**src/rtl/id_ex_stage.sv**
```systemverilog
// MIPS decode stage and ID/EX pipeline register.
// Drives register-file read addresses, detects load-use hazards and applies EX branch flushes.
module id_ex_stage #(
    parameter int unsigned DATA_W = 32,
    parameter int unsigned CNT_W  = 16
) (
    input  logic              clk,
    input  logic              rst_n,
    input  logic              i_valid,
    input  logic [31:0]       i_instr,
    input  logic [DATA_W-1:0] i_pc4,
    input  logic              i_flush,
    input  logic [DATA_W-1:0] i_rdata1,
    input  logic [DATA_W-1:0] i_rdata2,
    output logic [4:0]        o_rs,
    output logic [4:0]        o_rt,
    output logic              o_stall,
    output logic              o_ex_valid,
    output logic [DATA_W-1:0] o_ex_rdata1,
    output logic [DATA_W-1:0] o_ex_rdata2,
    output logic [DATA_W-1:0] o_ex_imm,
    output logic [4:0]        o_ex_rs,
    output logic [4:0]        o_ex_rt,
    output logic [4:0]        o_ex_dest,
    output logic [5:0]        o_ex_opcode,
    output logic [5:0]        o_ex_funct,
    output logic [4:0]        o_ex_shamt,
    output logic              o_ex_regwrite,
    output logic              o_ex_memread,
    output logic              o_ex_memwrite,
    output logic              o_ex_memtoreg,
    output logic              o_ex_alusrc,
    output logic              o_ex_branch,
    output logic [DATA_W-1:0] o_ex_pc4,
    output logic              o_ex_illegal,
    output logic [CNT_W-1:0]  o_stall_count
);

    localparam int unsigned REG_W = 5;
    localparam int unsigned OP_W  = 6;
    localparam int unsigned IMM_W = 16;

    localparam logic [OP_W-1:0] OP_RTYPE = 6'h00;
    localparam logic [OP_W-1:0] OP_BEQ   = 6'h04;
    localparam logic [OP_W-1:0] OP_BNE   = 6'h05;
    localparam logic [OP_W-1:0] OP_ADDI  = 6'h08;
    localparam logic [OP_W-1:0] OP_ADDIU = 6'h09;
    localparam logic [OP_W-1:0] OP_SLTI  = 6'h0A;
    localparam logic [OP_W-1:0] OP_SLTIU = 6'h0B;
    localparam logic [OP_W-1:0] OP_ANDI  = 6'h0C;
    localparam logic [OP_W-1:0] OP_ORI   = 6'h0D;
    localparam logic [OP_W-1:0] OP_XORI  = 6'h0E;
    localparam logic [OP_W-1:0] OP_LUI   = 6'h0F;
    localparam logic [OP_W-1:0] OP_LW    = 6'h23;
    localparam logic [OP_W-1:0] OP_SW    = 6'h2B;

    localparam logic [OP_W-1:0] F_SLL = 6'h00;
    localparam logic [OP_W-1:0] F_SRL = 6'h02;
    localparam logic [OP_W-1:0] F_SRA = 6'h03;
    localparam logic [OP_W-1:0] F_JR  = 6'h08;

    logic [OP_W-1:0]   op;
    logic [OP_W-1:0]   funct;
    logic [REG_W-1:0]  rd;
    logic [REG_W-1:0]  shamt;
    logic [IMM_W-1:0]  imm16;
    logic [DATA_W-1:0] imm_sext;
    logic [DATA_W-1:0] imm_zext;
    logic [DATA_W-1:0] imm_lui;

    assign op       = i_instr[31:26];
    assign o_rs     = i_instr[25:21];
    assign o_rt     = i_instr[20:16];
    assign rd       = i_instr[15:11];
    assign shamt    = i_instr[10:6];
    assign funct    = i_instr[5:0];
    assign imm16    = i_instr[15:0];
    assign imm_sext = {{(DATA_W-IMM_W){imm16[IMM_W-1]}}, imm16};
    assign imm_zext = DATA_W'(imm16);
    assign imm_lui  = DATA_W'({imm16, 16'h0000});

    logic [DATA_W-1:0] dec_imm;
    logic [REG_W-1:0]  dec_dest;
    logic dec_regwrite, dec_memread, dec_memwrite, dec_memtoreg, dec_alusrc, dec_branch;
    logic dec_illegal, uses_rs, uses_rt;

    // Instruction decode: immediate form, destination, control bits and source usage
    always_comb begin
        dec_imm      = '0;
        dec_dest     = '0;
        dec_regwrite = 1'b0;
        dec_memread  = 1'b0;
        dec_memwrite = 1'b0;
        dec_memtoreg = 1'b0;
        dec_alusrc   = 1'b0;
        dec_branch   = 1'b0;
        dec_illegal  = 1'b0;
        uses_rs      = 1'b0;
        uses_rt      = 1'b0;
        case (op)
            OP_RTYPE: begin
                dec_dest     = rd;
                dec_regwrite = (funct != F_JR);
                uses_rs      = !(funct == F_SLL || funct == F_SRL || funct == F_SRA);
                uses_rt      = 1'b1;
            end
            OP_ADDI, OP_ADDIU, OP_SLTI, OP_SLTIU: begin
                dec_imm      = imm_sext;
                dec_dest     = o_rt;
                dec_alusrc   = 1'b1;
                dec_regwrite = 1'b1;
                uses_rs      = 1'b1;
            end
            OP_ANDI, OP_ORI, OP_XORI: begin
                dec_imm      = imm_zext;
                dec_dest     = o_rt;
                dec_alusrc   = 1'b1;
                dec_regwrite = 1'b1;
                uses_rs      = 1'b1;
            end
            OP_LUI: begin
                dec_imm      = imm_lui;
                dec_dest     = o_rt;
                dec_alusrc   = 1'b1;
                dec_regwrite = 1'b1;
            end
            OP_LW: begin
                dec_imm      = imm_sext;
                dec_dest     = o_rt;
                dec_alusrc   = 1'b1;
                dec_regwrite = 1'b1;
                dec_memread  = 1'b1;
                dec_memtoreg = 1'b1;
                uses_rs      = 1'b1;
            end
            OP_SW: begin
                dec_imm      = imm_sext;
                dec_dest     = o_rt;
                dec_alusrc   = 1'b1;
                dec_memwrite = 1'b1;
                uses_rs      = 1'b1;
                uses_rt      = 1'b1;
            end
            OP_BEQ, OP_BNE: begin
                dec_imm    = imm_sext;
                dec_dest   = o_rt;
                dec_branch = 1'b1;
                uses_rs    = 1'b1;
                uses_rt    = 1'b1;
            end
            default: dec_illegal = 1'b1;
        endcase
        // Writes to $zero are architecturally discarded
        if (dec_dest == '0) begin
            dec_regwrite = 1'b0;
        end
    end

    logic ex_valid_q, ex_valid_d;
    logic [DATA_W-1:0] ex_rdata1_q, ex_rdata1_d, ex_rdata2_q, ex_rdata2_d;
    logic [DATA_W-1:0] ex_imm_q, ex_imm_d, ex_pc4_q, ex_pc4_d;
    logic [REG_W-1:0] ex_rs_q, ex_rs_d, ex_rt_q, ex_rt_d, ex_dest_q, ex_dest_d;
    logic [REG_W-1:0] ex_shamt_q, ex_shamt_d;
    logic [OP_W-1:0] ex_opcode_q, ex_opcode_d, ex_funct_q, ex_funct_d;
    logic ex_regwrite_q, ex_regwrite_d, ex_memread_q, ex_memread_d;
    logic ex_memwrite_q, ex_memwrite_d, ex_memtoreg_q, ex_memtoreg_d;
    logic ex_alusrc_q, ex_alusrc_d, ex_branch_q, ex_branch_d;
    logic ex_illegal_q, ex_illegal_d;
    logic [CNT_W-1:0] stall_count_q, stall_count_d;
    logic hz;

    assign hz = i_valid & ex_valid_q & ex_memread_q & (ex_dest_q != '0) &
                ((uses_rs & (ex_dest_q == o_rs)) | (uses_rt & (ex_dest_q == o_rt)));
    assign o_stall = hz & ~i_flush;

    // Next ID/EX contents: bubble on flush, hazard or empty IF/ID, else the decoded instruction
    always_comb begin
        ex_valid_d    = 1'b0;
        ex_rdata1_d   = '0;
        ex_rdata2_d   = '0;
        ex_imm_d      = '0;
        ex_pc4_d      = '0;
        ex_rs_d       = '0;
        ex_rt_d       = '0;
        ex_dest_d     = '0;
        ex_shamt_d    = '0;
        ex_opcode_d   = '0;
        ex_funct_d    = '0;
        ex_regwrite_d = 1'b0;
        ex_memread_d  = 1'b0;
        ex_memwrite_d = 1'b0;
        ex_memtoreg_d = 1'b0;
        ex_alusrc_d   = 1'b0;
        ex_branch_d   = 1'b0;
        ex_illegal_d  = 1'b0;
        stall_count_d = stall_count_q;
        if (!(i_flush || hz || !i_valid)) begin
            ex_valid_d    = 1'b1;
            ex_rdata1_d   = i_rdata1;
            ex_rdata2_d   = i_rdata2;
            ex_imm_d      = dec_imm;
            ex_pc4_d      = i_pc4;
            ex_rs_d       = o_rs;
            ex_rt_d       = o_rt;
            ex_dest_d     = dec_dest;
            ex_shamt_d    = shamt;
            ex_opcode_d   = op;
            ex_funct_d    = funct;
            ex_regwrite_d = dec_regwrite;
            ex_memread_d  = dec_memread;
            ex_memwrite_d = dec_memwrite;
            ex_memtoreg_d = dec_memtoreg;
            ex_alusrc_d   = dec_alusrc;
            ex_branch_d   = dec_branch;
            ex_illegal_d  = dec_illegal;
        end
        if (o_stall && (stall_count_q != {CNT_W{1'b1}})) begin
            stall_count_d = stall_count_q + CNT_W'(1);
        end
    end

    always_ff @(posedge clk or negedge rst_n) begin
        if (!rst_n) begin
            ex_valid_q    <= 1'b0;
            ex_rdata1_q   <= '0;
            ex_rdata2_q   <= '0;
            ex_imm_q      <= '0;
            ex_pc4_q      <= '0;
            ex_rs_q       <= '0;
            ex_rt_q       <= '0;
            ex_dest_q     <= '0;
            ex_shamt_q    <= '0;
            ex_opcode_q   <= '0;
            ex_funct_q    <= '0;
            ex_regwrite_q <= 1'b0;
            ex_memread_q  <= 1'b0;
            ex_memwrite_q <= 1'b0;
            ex_memtoreg_q <= 1'b0;
            ex_alusrc_q   <= 1'b0;
            ex_branch_q   <= 1'b0;
            ex_illegal_q  <= 1'b0;
            stall_count_q <= '0;
        end else begin
            ex_valid_q    <= ex_valid_d;
            ex_rdata1_q   <= ex_rdata1_d;
            ex_rdata2_q   <= ex_rdata2_d;
            ex_imm_q      <= ex_imm_d;
            ex_pc4_q      <= ex_pc4_d;
            ex_rs_q       <= ex_rs_d;
            ex_rt_q       <= ex_rt_d;
            ex_dest_q     <= ex_dest_d;
            ex_shamt_q    <= ex_shamt_d;
            ex_opcode_q   <= ex_opcode_d;
            ex_funct_q    <= ex_funct_d;
            ex_regwrite_q <= ex_regwrite_d;
            ex_memread_q  <= ex_memread_d;
            ex_memwrite_q <= ex_memwrite_d;
            ex_memtoreg_q <= ex_memtoreg_d;
            ex_alusrc_q   <= ex_alusrc_d;
            ex_branch_q   <= ex_branch_d;
            ex_illegal_q  <= ex_illegal_d;
            stall_count_q <= stall_count_d;
        end
    end

    assign o_ex_valid    = ex_valid_q;
    assign o_ex_rdata1   = ex_rdata1_q;
    assign o_ex_rdata2   = ex_rdata2_q;
    assign o_ex_imm      = ex_imm_q;
    assign o_ex_pc4      = ex_pc4_q;
    assign o_ex_rs       = ex_rs_q;
    assign o_ex_rt       = ex_rt_q;
    assign o_ex_dest     = ex_dest_q;
    assign o_ex_shamt    = ex_shamt_q;
    assign o_ex_opcode   = ex_opcode_q;
    assign o_ex_funct    = ex_funct_q;
    assign o_ex_regwrite = ex_regwrite_q;
    assign o_ex_memread  = ex_memread_q;
    assign o_ex_memwrite = ex_memwrite_q;
    assign o_ex_memtoreg = ex_memtoreg_q;
    assign o_ex_alusrc   = ex_alusrc_q;
    assign o_ex_branch   = ex_branch_q;
    assign o_ex_illegal  = ex_illegal_q;
    assign o_stall_count = stall_count_q;

endmodule

```
**config.mk**
```make
export PLATFORM = sky130hd
export DESIGN_NAME = id_ex_stage
export DESIGN_NICKNAME = d
export VERILOG_FILES = /design/src/rtl/id_ex_stage.sv
export SDC_FILE = /design/constraint.sdc
export NUM_CORES = 1
export LEC_CHECK = 0
export ABC_AREA = 1
export BUFFER_PORTS_ARGS = -buffer_cell sky130_fd_sc_hd__buf_2
export CORE_MARGIN = 1.5
export CORE_UTILIZATION = 47
export DETAILED_ROUTE_END_ITERATION = 10
export GPL_TIMING_DRIVEN = 0
export PLACE_DENSITY = 0.8
export SYNTH_ARGS = -nofsm -noshare
export SYNTH_HDL_FRONTEND = slang
export SYNTH_SLANG_ARGS = --single-unit
```
**constraint.sdc**
```tcl
create_clock -name clk -period 2.7 [get_ports clk]
set_clock_uncertainty 0.2 [all_clocks]
set_input_delay 0.135 -clock clk [delete_from_list [all_inputs] [get_ports clk]]
set_output_delay 0.135 -clock clk [all_outputs]
set_load 0.005 [all_outputs]
```
==> results.sh <==
export IMPL_grt_pass1_vias=7161
export IMPL_yosys_cell_types_count=28
export IMPL_antenna_found_initial=0
export IMPL_areaGrowthSynthToFinish_pct=53.20
export IMPL_std_cell_rows=44
export IMPL_clockRootBuffer="clkbuf_16"
export IMPL_end_kind="register"
export IMPL_ctsResizeCount=0
export IMPL_final_setup_tns_ps=0
export IMPL_wl_per_cell_um=16.70
export IMPL_first_pass_iters=5
export IMPL_die_w_um=126.4
export IMPL_htreeDepth=4
export IMPL_start_kind="register"
export IMPL_leakage_nw=6.560
export IMPL_fmax_ghz=0.4054
export IMPL_grt_usage=0.3018
export IMPL_regArea_mm2=0.004579
export IMPL_multi_input_area_mm2=0.001762
export IMPL_max_cap_violations=0
export IMPL_grt_max_degree=104
export IMPL_drt_wl_total_um=23790
export IMPL_worstPathArrival_ps=2630
export IMPL_synth_yosys_seq_area_share=0.6394
export IMPL_hold_class="in2reg"
export IMPL_ys_seq_elements=183
export IMPL_start_util=0.4872
export IMPL_io_pins=327
export IMPL_crit_type="reg2reg"
export IMPL_fillCellCount=928
export IMPL_io_buffers=326
export IMPL_most_common_layout_cells="333 x buf_2, 186 x nor2_1, 183 x dfrtp_1, 139 x inv_1, 130 x dlygate4sd3_1"
export IMPL_ant_nets=0
export IMPL_relSlewSlack=0.4743
export IMPL_netlist_top_cells_area="dfrtp_1 64%, nor2_1 9.7%, inv_1 7.3%"
export IMPL_synth_top_area_cell="dfrtp_1"
export IMPL_worstMarginPinSlew_ps=782.0
export IMPL_netlist_area_leader_share=0.6394
export IMPL_synthesis_nets=883
export IMPL_avgSynthCellArea_um2=9.549
export IMPL_drc=0
export IMPL_final_common_cell="buf_2"
export IMPL_cts_tree="built"
export IMPL_ctsHoldBuffers=130
export IMPL_die_h_um=126.4
export IMPL_worstPathRequired_ps=2860
export IMPL_hpwl_um=14710
export IMPL_ir_drop_v=0.0004013
export IMPL_num_nets_final=1359
export IMPL_slew_viol_final=0
export IMPL_overflow=0
export IMPL_path_clk_slew_ps=70
export IMPL_numCtsBuffers=17
export IMPL_clk_latency_ps=420
export IMPL_dieArea_mm2=0.01599
export IMPL_cts_setup_buffers=0
export IMPL_fin_crit_ps=2467
export IMPL_worstPathMaxFanout=10
export IMPL_post_route_period_util=0.9135
export IMPL_run_status="completed"
export IMPL_routed_via_count=6940
export IMPL_grt_pass1_wl_um=37080
export IMPL_finalHoldViolCount=0
export IMPL_first_iter_violations=513
export IMPL_routabilityCongestion=0.8861
export IMPL_setup_viol=0
export IMPL_final_core_utilization=0.7464
export IMPL_drive_above_1_share=0.3277
export IMPL_via_per_inst=4.874
export IMPL_fp_coreArea_mm2=0.01470
export IMPL_syn_cell_area_mm2=0.007162
export IMPL_power_density_mw_per_mm2=550.7
export IMPL_rsz0062_at_grt="no"
export IMPL_cts_sinks=183
export IMPL_yosys_warnings=0
export IMPL_syn_inst=750
export IMPL_ctsLongestPathBuffers=2
final cells by class:
| class | instances | area share |
|---|---|---|
| clock inverters | 13 | 0.01403 |
| diodes | 1 | 0.0002281 |
| well taps | 184 | 0.02098 |
| inverters | 143 | 0.04892 |
| multi-input cells | 386 | 0.1606 |
| flip-flops and latches | 183 | 0.4174 |
| plain buffers | 38 | 0.02589 |
| clock buffers | 19 | 0.04128 |
| repair buffers | 457 | 0.2707 |
state kept, by name (all words and copies together) (netlist names), 5 cells and up:
register and flops:
o_ex_funct 6, o_ex_rs 5, o_ex_rdata2 32, o_ex_pc4 32, o_ex_imm 32, o_ex_rdata1 32
o_ex_shamt 5, o_ex_rt 5, o_ex_dest 5, o_ex_opcode 6, o_stall_count 16
cells in the mapped netlist:
| master | number |
|---|---|
| o22ai_1 | 2 |
| nor3_1 | 4 |
| nand4_1 | 21 |
| buf_6 | 11 |
| o31ai_1 | 1 |
| nand4_2 | 2 |
| inv_2 | 3 |
| ha_1 | 1 |
| nand2_1 | 83 |
| a21oi_4 | 1 |
| nand3_1 | 21 |
| nor2_2 | 1 |
| clkinv_1 | 1 |
| inv_1 | 139 |
| a22oi_1 | 1 |
| o21ai_0 | 17 |
| nand2_2 | 3 |
| nor4_2 | 1 |
| xor2_1 | 7 |
| a21oi_1 | 20 |
| clkbuf_1 | 6 |
| nor2_4 | 2 |
| dfrtp_1 | 183 |
| buf_4 | 13 |
| buf_2 | 8 |
| nor2_1 | 186 |
| xnor2_1 | 10 |
| nand3_2 | 2 |
routing by layer:
layer  routed length (um)  part of all wire  GRT usage  vias up
met5                    0                 0          0        -
met4                 1250             0.053     0.1711        0
met3                 1506             0.063    0.06369       86
met2                12450              0.52     0.5403      355
met1                 8581              0.36     0.3341     3325
li1                     -                 -          -     3174
power by group:
part / internal (mW) / total (mW) / switching, mW
Clock: 1.37 / 2.52 / 1.14
Sequential: 2.82 / 2.84 / 0.0242
Combinational: 0.334 / 0.683 / 0.349
Total: 4.52 / 6.04 / 1.52
path summary, 6_finish.rpt:
kind | startpoint | to | slack (ps) | depth (start not counted)
worst max-delay path | o_stall_count[0]$_DFFE_PN0P_ | o_stall_count[7]$_DFFE_PN0P_ | 230 | 10
worst min-delay path | i_flush | o_stall_count[1]$_DFFE_PN0P_ | 30 | 4
worst max register to register | o_stall_count[0]$_DFFE_PN0P_ | o_stall_count[7]$_DFFE_PN0P_ | 230 | 10
worst min register to register | o_stall_count[1]$_DFFE_PN0P_ | o_stall_count[1]$_DFFE_PN0P_ | 360 | 2
max in group asynchronous | rst_n | o_ex_rdata1[8]$_DFF_PN0_ | 1310 | 3
min in group asynchronous | rst_n | o_ex_rdata2[1]$_DFF_PN0_ | 140 | 2
kinds of logic after synthesis:
family          share of synthesized area
flops                              0.6394
simple gates                       0.1915
compound gates                    0.03197
buf+inv                            0.1146
xor+xnor                          0.02079
fa+ha+maj                        0.001747
stage by stage:
step                hold slack (ps)  std cells  worst slack [ps]  cell area (um2)  power (mW)
finish                        31.14       1424             233.4            10970       6.042
global placement              144.9       1260             -1516             9024       3.386
detailed placement            25.87       1261             336.9             9061       3.405
floorplan                    -360.6        750             706.1             7162       3.085
CTS                          0.8573       1423             276.1            10970       6.039
global route                  44.63       1423             65.05            10970       6.256
worst max-delay path, stage by stage, from the launching register on:
cell,delay (ps)
dfrtp_1,440
ha_1,250
nand3_1,180
nor2_1,260
nand2_1,90
nor2_1,120
nand4_2,240
nand4_2,270
buf_4,210
nand2_1,70
nand2_1,60
(Power assumes the default switching activity.)
